File: config.mk
export PLATFORM = sky130hd
export DESIGN_NAME = cdb_wb_arbiter
export DESIGN_NICKNAME = d
export VERILOG_FILES = /design/src/rtl/types_pkg.sv /design/src/rtl/rr_arbiter.sv /design/src/rtl/cdb_wb_arbiter.sv
export SDC_FILE = /design/constraint.sdc
export NUM_CORES = 1
export LEC_CHECK = 0
export CAP_MARGIN = 5
export CORE_MARGIN = 10
export CORE_UTILIZATION = 40
export CTS_CLUSTER_SIZE = 14
export DETAILED_ROUTE_END_ITERATION = 6
export PLACE_DENSITY_LB_ADDON = 0.1
export SLEW_MARGIN = 40
export SYNTH_ARGS = -nofsm -noshare
export SYNTH_HDL_FRONTEND = slang
export SYNTH_SLANG_ARGS = --single-unit
export TNS_END_PERCENT = 10
File: constraint.sdc
create_clock -name clk -period 9.7 [get_ports clk]
set_input_delay 1.94 -clock clk [delete_from_list [all_inputs] [get_ports clk]]
set_output_delay 1.94 -clock clk [all_outputs]
set_load 0.05 [all_outputs]
File: src/rtl/types_pkg.sv
// Shared types and helpers for the CDB writeback arbiter: FU ids, the
// result payload struct and the ROB age comparison used for flush.
package types_pkg;

  localparam int NUM_FU = 3;
  localparam int FU_ALU = 0;
  localparam int FU_B   = 1;
  localparam int FU_MEM = 2;

  localparam int PREG_W_DEF = 7;
  localparam int ROB_W_DEF  = 5;
  localparam int DATA_W_DEF = 32;

  typedef struct packed {
    logic [PREG_W_DEF-1:0] preg;
    logic [DATA_W_DEF-1:0] data;
    logic [ROB_W_DEF-1:0]  rob_tag;
  } cdb_data_t;

  // True when tag is strictly younger than ref_tag. Ages are measured from the
  // ROB head and wrap at 2**w, so the subtraction is masked to w bits.
  function automatic logic rob_younger(input logic [31:0] tag,
                                       input logic [31:0] ref_tag,
                                       input logic [31:0] head,
                                       input int unsigned w);
    logic [31:0] mask;
    logic [31:0] age_t;
    logic [31:0] age_r;
    mask  = (32'd1 << w) - 32'd1;
    age_t = (tag - head) & mask;
    age_r = (ref_tag - head) & mask;
    return age_t > age_r;
  endfunction

endpackage

File: src/rtl/rr_arbiter.sv
// Combinational round-robin pick: the first set request scanning from ptr
// upward with wrap-around is granted, as a one-hot vector.
module rr_arbiter #(
  parameter int N  = 3,
  parameter int PW = (N > 1) ? $clog2(N) : 1
) (
  input  logic [N-1:0]  req,
  input  logic [PW-1:0] ptr,
  output logic [N-1:0]  gnt
);

  logic found;

  // Scan priority positions ptr, ptr+1, ... and grant the first requester seen.
  always_comb begin
    gnt   = '0;
    found = 1'b0;
    for (int k = 0; k < N; k++) begin
      for (int i = 0; i < N; i++) begin
        if (!found && req[i] && (((int'(ptr) + k) % N) == i)) begin
          gnt[i] = 1'b1;
          found  = 1'b1;
        end
      end
    end
  end

endmodule

File: src/rtl/cdb_wb_arbiter.sv
// Shares the single CDB writeback port between the ALU, branch and mem FUs.
// Each FU owns one holding slot; full slots are granted round-robin, and
// results younger than a mispredicting branch are squashed.
//
// Handshake: an FU result transfers on a posedge where req_valid[i] and
// req_ready[i] are both high. While req_valid[i] is high and req_ready[i] is
// low the FU must hold preg/data/tag stable. The CDB side has no back-pressure:
// cdb_valid high means the result is consumed that cycle.
module cdb_wb_arbiter
  import types_pkg::*;
#(
  parameter int NUM_REQ = NUM_FU,
  parameter int PREG_W  = PREG_W_DEF,
  parameter int ROB_W   = ROB_W_DEF,
  parameter int DATA_W  = DATA_W_DEF
) (
  input  logic                      clk,
  input  logic                      reset,
  input  logic [NUM_REQ-1:0]        req_valid,
  output logic [NUM_REQ-1:0]        req_ready,
  input  logic [NUM_REQ*PREG_W-1:0] req_preg,
  input  logic [NUM_REQ*DATA_W-1:0] req_data,
  input  logic [NUM_REQ*ROB_W-1:0]  req_rob_tag,
  input  logic [ROB_W-1:0]          rob_head,
  input  logic                      mispredict,
  input  logic [ROB_W-1:0]          mispredict_tag,
  output logic                      cdb_valid,
  output logic [PREG_W-1:0]         cdb_preg,
  output logic [DATA_W-1:0]         cdb_data,
  output logic [ROB_W-1:0]          cdb_rob_tag,
  output logic [1:0]                cdb_req_id
);

  localparam int PTR_W = (NUM_REQ > 1) ? $clog2(NUM_REQ) : 1;
  localparam logic [PTR_W-1:0] LAST_ID = PTR_W'(NUM_REQ - 1);

  // Holding slots
  logic [NUM_REQ-1:0]             full;
  logic [NUM_REQ-1:0][PREG_W-1:0] slot_preg;
  logic [NUM_REQ-1:0][DATA_W-1:0] slot_data;
  logic [NUM_REQ-1:0][ROB_W-1:0]  slot_tag;
  logic [PTR_W-1:0]               rr_ptr;

  // Arbitration and flush signals
  logic [NUM_REQ-1:0] pick;
  logic [NUM_REQ-1:0] grant;
  logic [NUM_REQ-1:0] slot_young;
  logic [NUM_REQ-1:0] in_young;
  logic [NUM_REQ-1:0] accept;
  logic [PTR_W-1:0]   win_id;
  logic [PREG_W-1:0]  win_preg;
  logic [DATA_W-1:0]  win_data;
  logic [ROB_W-1:0]   win_tag;
  logic               win_squash;
  logic               deliver;

  rr_arbiter #(.N(NUM_REQ), .PW(PTR_W)) u_rr (
    .req (full),
    .ptr (rr_ptr),
    .gnt (pick)
  );

  // Flag held and incoming results that are younger than a mispredicting branch.
  always_comb begin
    slot_young = '0;
    in_young   = '0;
    for (int i = 0; i < NUM_REQ; i++) begin
      slot_young[i] = mispredict &
                      rob_younger(32'(slot_tag[i]), 32'(mispredict_tag),
                                  32'(rob_head), ROB_W);
      in_young[i]   = mispredict &
                      rob_younger(32'(req_rob_tag[i*ROB_W +: ROB_W]),
                                  32'(mispredict_tag), 32'(rob_head), ROB_W);
    end
  end

  // Select the winning slot's index and payload from the one-hot pick.
  always_comb begin
    win_id   = '0;
    win_preg = '0;
    win_data = '0;
    win_tag  = '0;
    for (int i = 0; i < NUM_REQ; i++) begin
      if (pick[i]) begin
        win_id   = PTR_W'(i);
        win_preg = slot_preg[i];
        win_data = slot_data[i];
        win_tag  = slot_tag[i];
      end
    end
  end

  // A squashed winner is not a grant: it is dropped and rr_ptr stays put.
  assign win_squash = |(pick & slot_young);
  assign deliver    = reset & (|pick) & ~win_squash;
  assign grant      = pick & {NUM_REQ{deliver}};
  assign req_ready  = {NUM_REQ{reset}} & (~full | grant);
  assign accept     = req_valid & req_ready;

  assign cdb_valid   = deliver;
  assign cdb_preg    = deliver ? win_preg : '0;
  assign cdb_data    = deliver ? win_data : '0;
  assign cdb_rob_tag = deliver ? win_tag : '0;
  assign cdb_req_id  = deliver ? 2'(win_id) : 2'd0;

  // Slot occupancy: load on accept (unless the result is already squashed),
  // clear on grant or flush.
  always_ff @(posedge clk) begin
    if (!reset) begin
      full <= '0;
    end else begin
      for (int i = 0; i < NUM_REQ; i++) begin
        if (accept[i]) begin
          full[i] <= ~in_young[i];
        end else if (grant[i] | slot_young[i]) begin
          full[i] <= 1'b0;
        end
      end
    end
  end

  // Slot payload capture; contents are only meaningful while the slot is full.
  always_ff @(posedge clk) begin
    for (int i = 0; i < NUM_REQ; i++) begin
      if (accept[i] & ~in_young[i]) begin
        slot_preg[i] <= req_preg[i*PREG_W +: PREG_W];
        slot_data[i] <= req_data[i*DATA_W +: DATA_W];
        slot_tag[i]  <= req_rob_tag[i*ROB_W +: ROB_W];
      end
    end
  end

  // Round-robin pointer moves just past the requester that used the bus.
  always_ff @(posedge clk) begin
    if (!reset) begin
      rr_ptr <= '0;
    end else if (deliver) begin
      rr_ptr <= (win_id == LAST_ID) ? '0 : win_id + PTR_W'(1);
    end
  end

endmodule
# == After elaboration in Yosys (flattened, before gate mapping) ==
# Index checks and enable logic that the tools add are counted.
# totals
rom_bits,0
latch_bits,0
ram_bits,0
elab_cells,134
ff_bits,137
mem_count,0
# classes
div,3
reduce_logical,33
order_cmp,6
bitwise,24
n_mul,0
add_sub_neg,10
muxes,38
shift,0
eq_ne,7
# ops
operator,count
two-way mux 32 bit,4
equality test 32 x 2 -> 1 bit (second input constant),3
equality test 32 x 3 -> 1 bit (second input constant),3
zero test 32 bit,3
remainder unit 32 x 3 -> 32 bit (second input constant),2
subtractor 5 bit,7
remainder unit 3 x 3 -> 32 bit (second input constant),1
> comparator 5 bit,6
two-way mux 7 bit,4
two-way mux 1 bit,23
two-way mux 5 bit,4
logical AND 1 bit,17
bitwise AND 3 bit,4
bitwise AND 1 bit,11
zero test 1 bit,8
two-way mux 2 bit,3
nonzero test 2 bit,3
OR reduction 3 bit,2
NOT 1 bit,4
adder 2 x 1 -> 3 bit (second input constant),1
adder 2 x 2 -> 3 bit (second input constant),1
NOT 3 bit,1
bitwise OR 1 bit,3
bitwise OR 3 bit,1
other kinds (2),2

# == Longest topological paths before layout ==
# depth
word_depth,45
mapped_depth,15
mapped_depth_nobuf,14

# == Hierarchy ==
# Synthesis repeated with hierarchy kept, for this count alone.
# hier_totals
cells_unflattened,560
hier_area_um2,7243.2
# by_module_without_submodules
module,instances,cells_each,area_each_um2
cdb_wb_arbiter,1,545,7123.1
rr_arbiter,1,15,120.1

# == Worst setup path before layout ==
# No wires, ideal clock.
# synth_timing
kind,in2reg
from,input rob_head[1]
to,"register slot_data[32] (netlist bit), enable pin"
setup_slack_ps,501
t_required_ps,9188
n_path_buf,0
t_arrival_ps,8687
setup_ps,512
cell_stages,12
path_cell_list,inv_1 > ha_1 > a21o_1 > a21oi_1 > xor2_1 > ha_1 > nand2_1 > a21o_1 > a21oi_1 > nor3b_1 > inv_1 > a211oi_1
# synth_between
elab_chain_len,12
word_cells_on_any_way,23
classes_between,add/sub (5); order compare (4); bitwise (13); reduce/logical (1)
# synth_rtl
element,line,rtl
from (decl),cdb_wb_arbiter.sv:24,"input logic [ROB_W-1:0] rob_head,"
"subtractor 5 bit, on equally long branches","types_pkg.sv:30, types_pkg.sv:31",
> comparator 5 bit,types_pkg.sv:32,return age_t > age_r;
bitwise AND 1 bit,cdb_wb_arbiter.sv:68,slot_young[i] = mispredict &
bitwise AND 3 bit,cdb_wb_arbiter.sv:94,assign win_squash = |(pick & slot_young);
OR reduction 3 bit,cdb_wb_arbiter.sv:94,
NOT 1 bit,cdb_wb_arbiter.sv:95,assign deliver = reset & (|pick) & ~win_squash;
bitwise AND 1 bit,cdb_wb_arbiter.sv:95,
bitwise AND 3 bit,cdb_wb_arbiter.sv:96,assign grant = pick & {NUM_REQ{deliver}};
bitwise OR 3 bit,cdb_wb_arbiter.sv:97,assign req_ready = {NUM_REQ{reset}} & (~full | grant);
bitwise AND 3 bit,cdb_wb_arbiter.sv:97,
bitwise AND 3 bit,cdb_wb_arbiter.sv:98,assign accept = req_valid & req_ready;
bitwise AND 1 bit *,cdb_wb_arbiter.sv:125,if (accept[i] & ~in_young[i]) begin
"to (signal, indexed assignment)",cdb_wb_arbiter.sv:127,slot_data[i] <= req_data[i*DATA_W +: DATA_W];
to (decl),cdb_wb_arbiter.sv:40,logic [NUM_REQ-1:0][DATA_W-1:0] slot_data;
# Mark *: on every way between the ends. The rest lies on a longest branch, timed or not.
# A chain may end at the register's enable or synchronous reset.

# == Worst setup path after layout ==
# layout_timing
from,input rob_head[1]
to,output cdb_preg[6]
# layout_between
elab_chain_len,8
word_cells_on_any_way,15
classes_between,add/sub (4); order compare (3); mux (1); bitwise (6); reduce/logical (1)
# layout_rtl
element,line,rtl
"subtractor 5 bit, on equally long branches","types_pkg.sv:30, types_pkg.sv:31",
> comparator 5 bit,types_pkg.sv:32,
bitwise AND 1 bit,cdb_wb_arbiter.sv:68,
bitwise AND 3 bit *,cdb_wb_arbiter.sv:94,
OR reduction 3 bit *,cdb_wb_arbiter.sv:94,
NOT 1 bit *,cdb_wb_arbiter.sv:95,
bitwise AND 1 bit *,cdb_wb_arbiter.sv:95,
two-way mux 7 bit *,cdb_wb_arbiter.sv:101,assign cdb_preg = deliver ? win_preg : '0;
to (decl),cdb_wb_arbiter.sv:28,"output logic [PREG_W-1:0] cdb_preg,"
# Marks and branches as above.

==> metrics.yaml <==
status:
  run_status: "finished clean"
sta:
  hold_viol: 0
  drv_slew: 0
  slew-limit-headroom_pct: 44.5
  rsz0062_at_grt: "false"
  fin_tns_setup_ns: 0
  skew_ns: 0.0108
  worst_slew_pin_slew_ns: 0.827
  period_needed_ns: 8.65
  finalCritPeriodShare_pct: 89.2
  setup_viol: 0
  max_clock_freq_ghz: 0.116
clocking:
  clock_path_buffers: 2
  clk_latency_ns: 0.42
  htree_levels: 4
  cts_sinks: 137
  cts_buffers: 17
  cts.repair.resized: 0
  cts_setup_buffers: 0
  cts_tree: "built"
  cts_hold_buf: 0
  clk_pin_slew_ns: 0.06
  root_buffer: "clkbuf_16"
critical_path:
  end_kind: "primary output"
  crit_arrival_ns: 6.71
  path_class: "primary input to primary output"
  critPathMaxFanout: 20
  reg2regPathDepth: 15
  critPathRequiredTime_ns: 7.76
  path_cells: "clkdlybuf4s50_1, inv_1, fa_1, a21o_1, a21oi_1, xnor2_1, ha_1, nand3_1, o21bai_1, a31oi_1, a21oi_1, nand4b_4, buf_4, nor2_1, clkdlybuf4s50_1"
  start_kind: "primary input"
  slowest_delay_ns: 0.84
  critPathSlowestCell: "clkdlybuf4s50_1"
worst_hold_path:
  worstHoldPathType: "flip-flop to flip-flop"
  holdPathStages: 1
cells_and_area:
  nNetsFinal: 907
  drive_gt1_share_pct: 6.95
  stdcell_count: 929
  area_delta_synth_final_pct: 42.3
synthesis:
  ys_ff_latch: 137
  syn_area_mm2: 0.00678
  syn-instance-count: 488
  synth-seq-area-share_pct: 60.0
  yosysUniqueCellTypes: 43
  avgSynthCellArea_um2: 13.9
  yosys_warnings: 0
  syn_nets: 703
pwr:
  pwr-share-seq_pct: 33.1
  switching_power_w: 0.000848
  pwr-share-comb_pct: 37.9
  p_per_area_mw_per_mm2: 238
  p_int_w: 0.00145
  clkPwrFrac_pct: 29.0
  switching_share_pct: 36.9
  leakage_nw: 3.49
  peakVddDrop_mv: 0.176
grt:
  grt.total_usage_pct: 18.2
  grt_pass1_wl_mm: 31.1
  grt_overflow_total: 0
  antenna_found_initial: 3
  grt_max_degree: 48
  first_global_vias: 5469
place:
  place_inst: 893
  place.port_buffers: 197
  dpl.hpwl_mm: 14.6
  gp_congestion: 0.813
die:
  dieHeight_um: 150
  fp-row-count: 47
  die_w_um: 150
  start_util_pct: 40.9
  io_pins: 198
  coreArea_mm2: 0.0166
  die_area_mm2: 0.0226
drt:
  ant_nets: 0
  via_per_inst: 5.34
  vias: 4961
  drt_pass1_iterations: 5
  drtIter0Drc: 401
  wl_mm: 20.6
  avgRoutedWirePerCell_um: 22.1
  drc: 0
flow_run:
  drv_cap: 0
[metrics by stage]
step	setup slack, ns	hold WS, ns	cell area (µm²)	power (W)	util (%)
6_report	1.05	0.537	9650	0.00230	58.2
5_1_grt	0.634	0.591	9640	0.00242	58.1
4_1_cts	0.974	0.538	9640	0.00232	58.1
3_5_place_dp	1.00	0.527	9030	0.00165	54.4
3_3_place_gp	1.13	0.519	9020	0.00163	54.4
2_1_floorplan	0.501	0.494	6780	0.00134	-
[cells in the final DEF (no fill, tap or decap), types with 5 or more instances in the layout]
cell type | netlist | layout
a21oi_1 | 27 | 26
dfxtp_1 | 5 | 5
buf_4 | 0 | 8
ha_1 | 60 | 60
clkdlybuf4s50_1 | 0 | 197
a21o_1 | 16 | 16
fa_1 | 7 | 7
nor2b_1 | 6 | 6
inv_8 | 0 | 5
o21ai_0 | 11 | 11
edfxtp_1 | 132 | 132
a222oi_1 | 44 | 44
nand3_1 | 8 | 8
nor2_1 | 45 | 45
nand2b_1 | 5 | 5
nand2_1 | 11 | 11
xor2_1 | 8 | 8
inv_1 | 27 | 27
xnor2_1 | 20 | 20
clkbuf_16 | 0 | 17
[layer usage]
layer	GRT usage [%]	share of wire [%]	wire (µm)	up-vias
li1	-	-	-	2335
met1	20.8	39	8020	2440
met2	30.7	52	10700	166
met3	7.05	7.4	1520	20
met4	6.07	1.7	356	0
met5	0	0	0	-
[synth_stat cells]
master | instances | area, µm²
xnor2_1 | 20 | 175
ha_1 | 60 | 751
dfxtp_1 | 5 | 100
a211oi_1 | 3 | 22.5
nor2_1 | 45 | 169
o311ai_0 | 1 | 8.76
mux2i_1 | 1 | 10.0
a31oi_1 | 1 | 6.26
nand3b_1 | 1 | 7.51
o211ai_1 | 4 | 30.0
o21a_1 | 3 | 22.5
nand4_1 | 2 | 12.5
or2b_1 | 1 | 7.51
o221ai_1 | 1 | 8.76
nor2b_1 | 6 | 37.5
a21o_1 | 16 | 120
a21oi_1 | 27 | 135
edfxtp_1 | 132 | 3960
buf_2 | 2 | 10.0
nor3b_1 | 3 | 22.5
a311o_1 | 1 | 10.0
nand2_1 | 11 | 41.3
a311oi_2 | 1 | 15.0
inv_1 | 27 | 101
xor2_1 | 8 | 70.1
clkbuf_1 | 9 | 33.8
inv_2 | 1 | 3.75
o21ai_1 | 1 | 5.00
buf_1 | 4 | 15.0
a222oi_1 | 44 | 440
nand3_1 | 8 | 40.0
a221o_1 | 1 | 10.0
o21bai_1 | 1 | 7.51
o21ai_0 | 11 | 55.1
and3_1 | 3 | 18.8
fa_1 | 7 | 140
or3_4 | 1 | 11.3
clkinv_1 | 1 | 3.75
a221oi_1 | 2 | 17.5
nand4b_4 | 1 | 23.8
nand2b_1 | 5 | 31.3
buf_6 | 5 | 56.3
and2_1 | 1 | 6.26
[final timing paths]
check                                   from       endpoint  slack [ns]
worst max-delay path             rob_head[1]    cdb_preg[6]        1.05
worst min-delay path               rr_ptr[1]      rr_ptr[1]        0.54
worst max register to register  slot_tag[10]  slot_preg[16]        5.61
worst min register to register     rr_ptr[1]      rr_ptr[1]        0.54
[layout make-up]
class	instances	area (µm²)
antenna	4	10.0
clock buffer	18	429
clock inverter	14	183
fill	1357	6940
inverter	29	109
multi-input combinational	302	2550
sequential	137	4060
tap	220	275
timing repair buffer	205	2030
[critical path, delay by kind of cell]
| family | cells | cell delay, ns |
|---|---|---|
| xor+xnor | 1 | 0.33 |
| compound gates | 5 | 0.95 |
| fa+ha+maj | 2 | 0.93 |
| simple gates | 3 | 0.63 |
| buf+inv | 4 | 1.92 |
[kinds of logic (layout without fill, tap and decap cells)]
| logic type | count (synthesis) | in the layout | share of synthesized area, % |
|---|---|---|---|
| xor gates and xnor gates | 28 | 28 | 3.62 |
| adders and majority gates | 67 | 67 | 13.1 |
| muxes | 1 | 1 | 0.148 |
| and+or+nand+nor | 88 | 88 | 6.33 |
| other | 0 | 4 | 0 |
| DFF | 137 | 137 | 60.0 |
| buffers and inverters | 49 | 266 | 3.30 |
| AOI/OAI and AO/OA | 118 | 118 | 13.5 |
[state kept, by name, summed over array words and instances (netlist names)]
signal     count
full           3
slot_data     96
slot_tag      15
rr_ptr         2
slot_preg     21
[power groups by stage]
stage	combinational [W]	sequential [W]	clock, W
after floorplan	0.000576	0.000769	0
after global placement	0.000864	0.000770	0
after detailed placement	0.000875	0.000774	0
after CTS	0.000880	0.000762	0.000681
after global routing	0.000944	0.000768	0.000707
final	0.000871	0.000762	0.000667
Power figures use the tool's default switching activity.
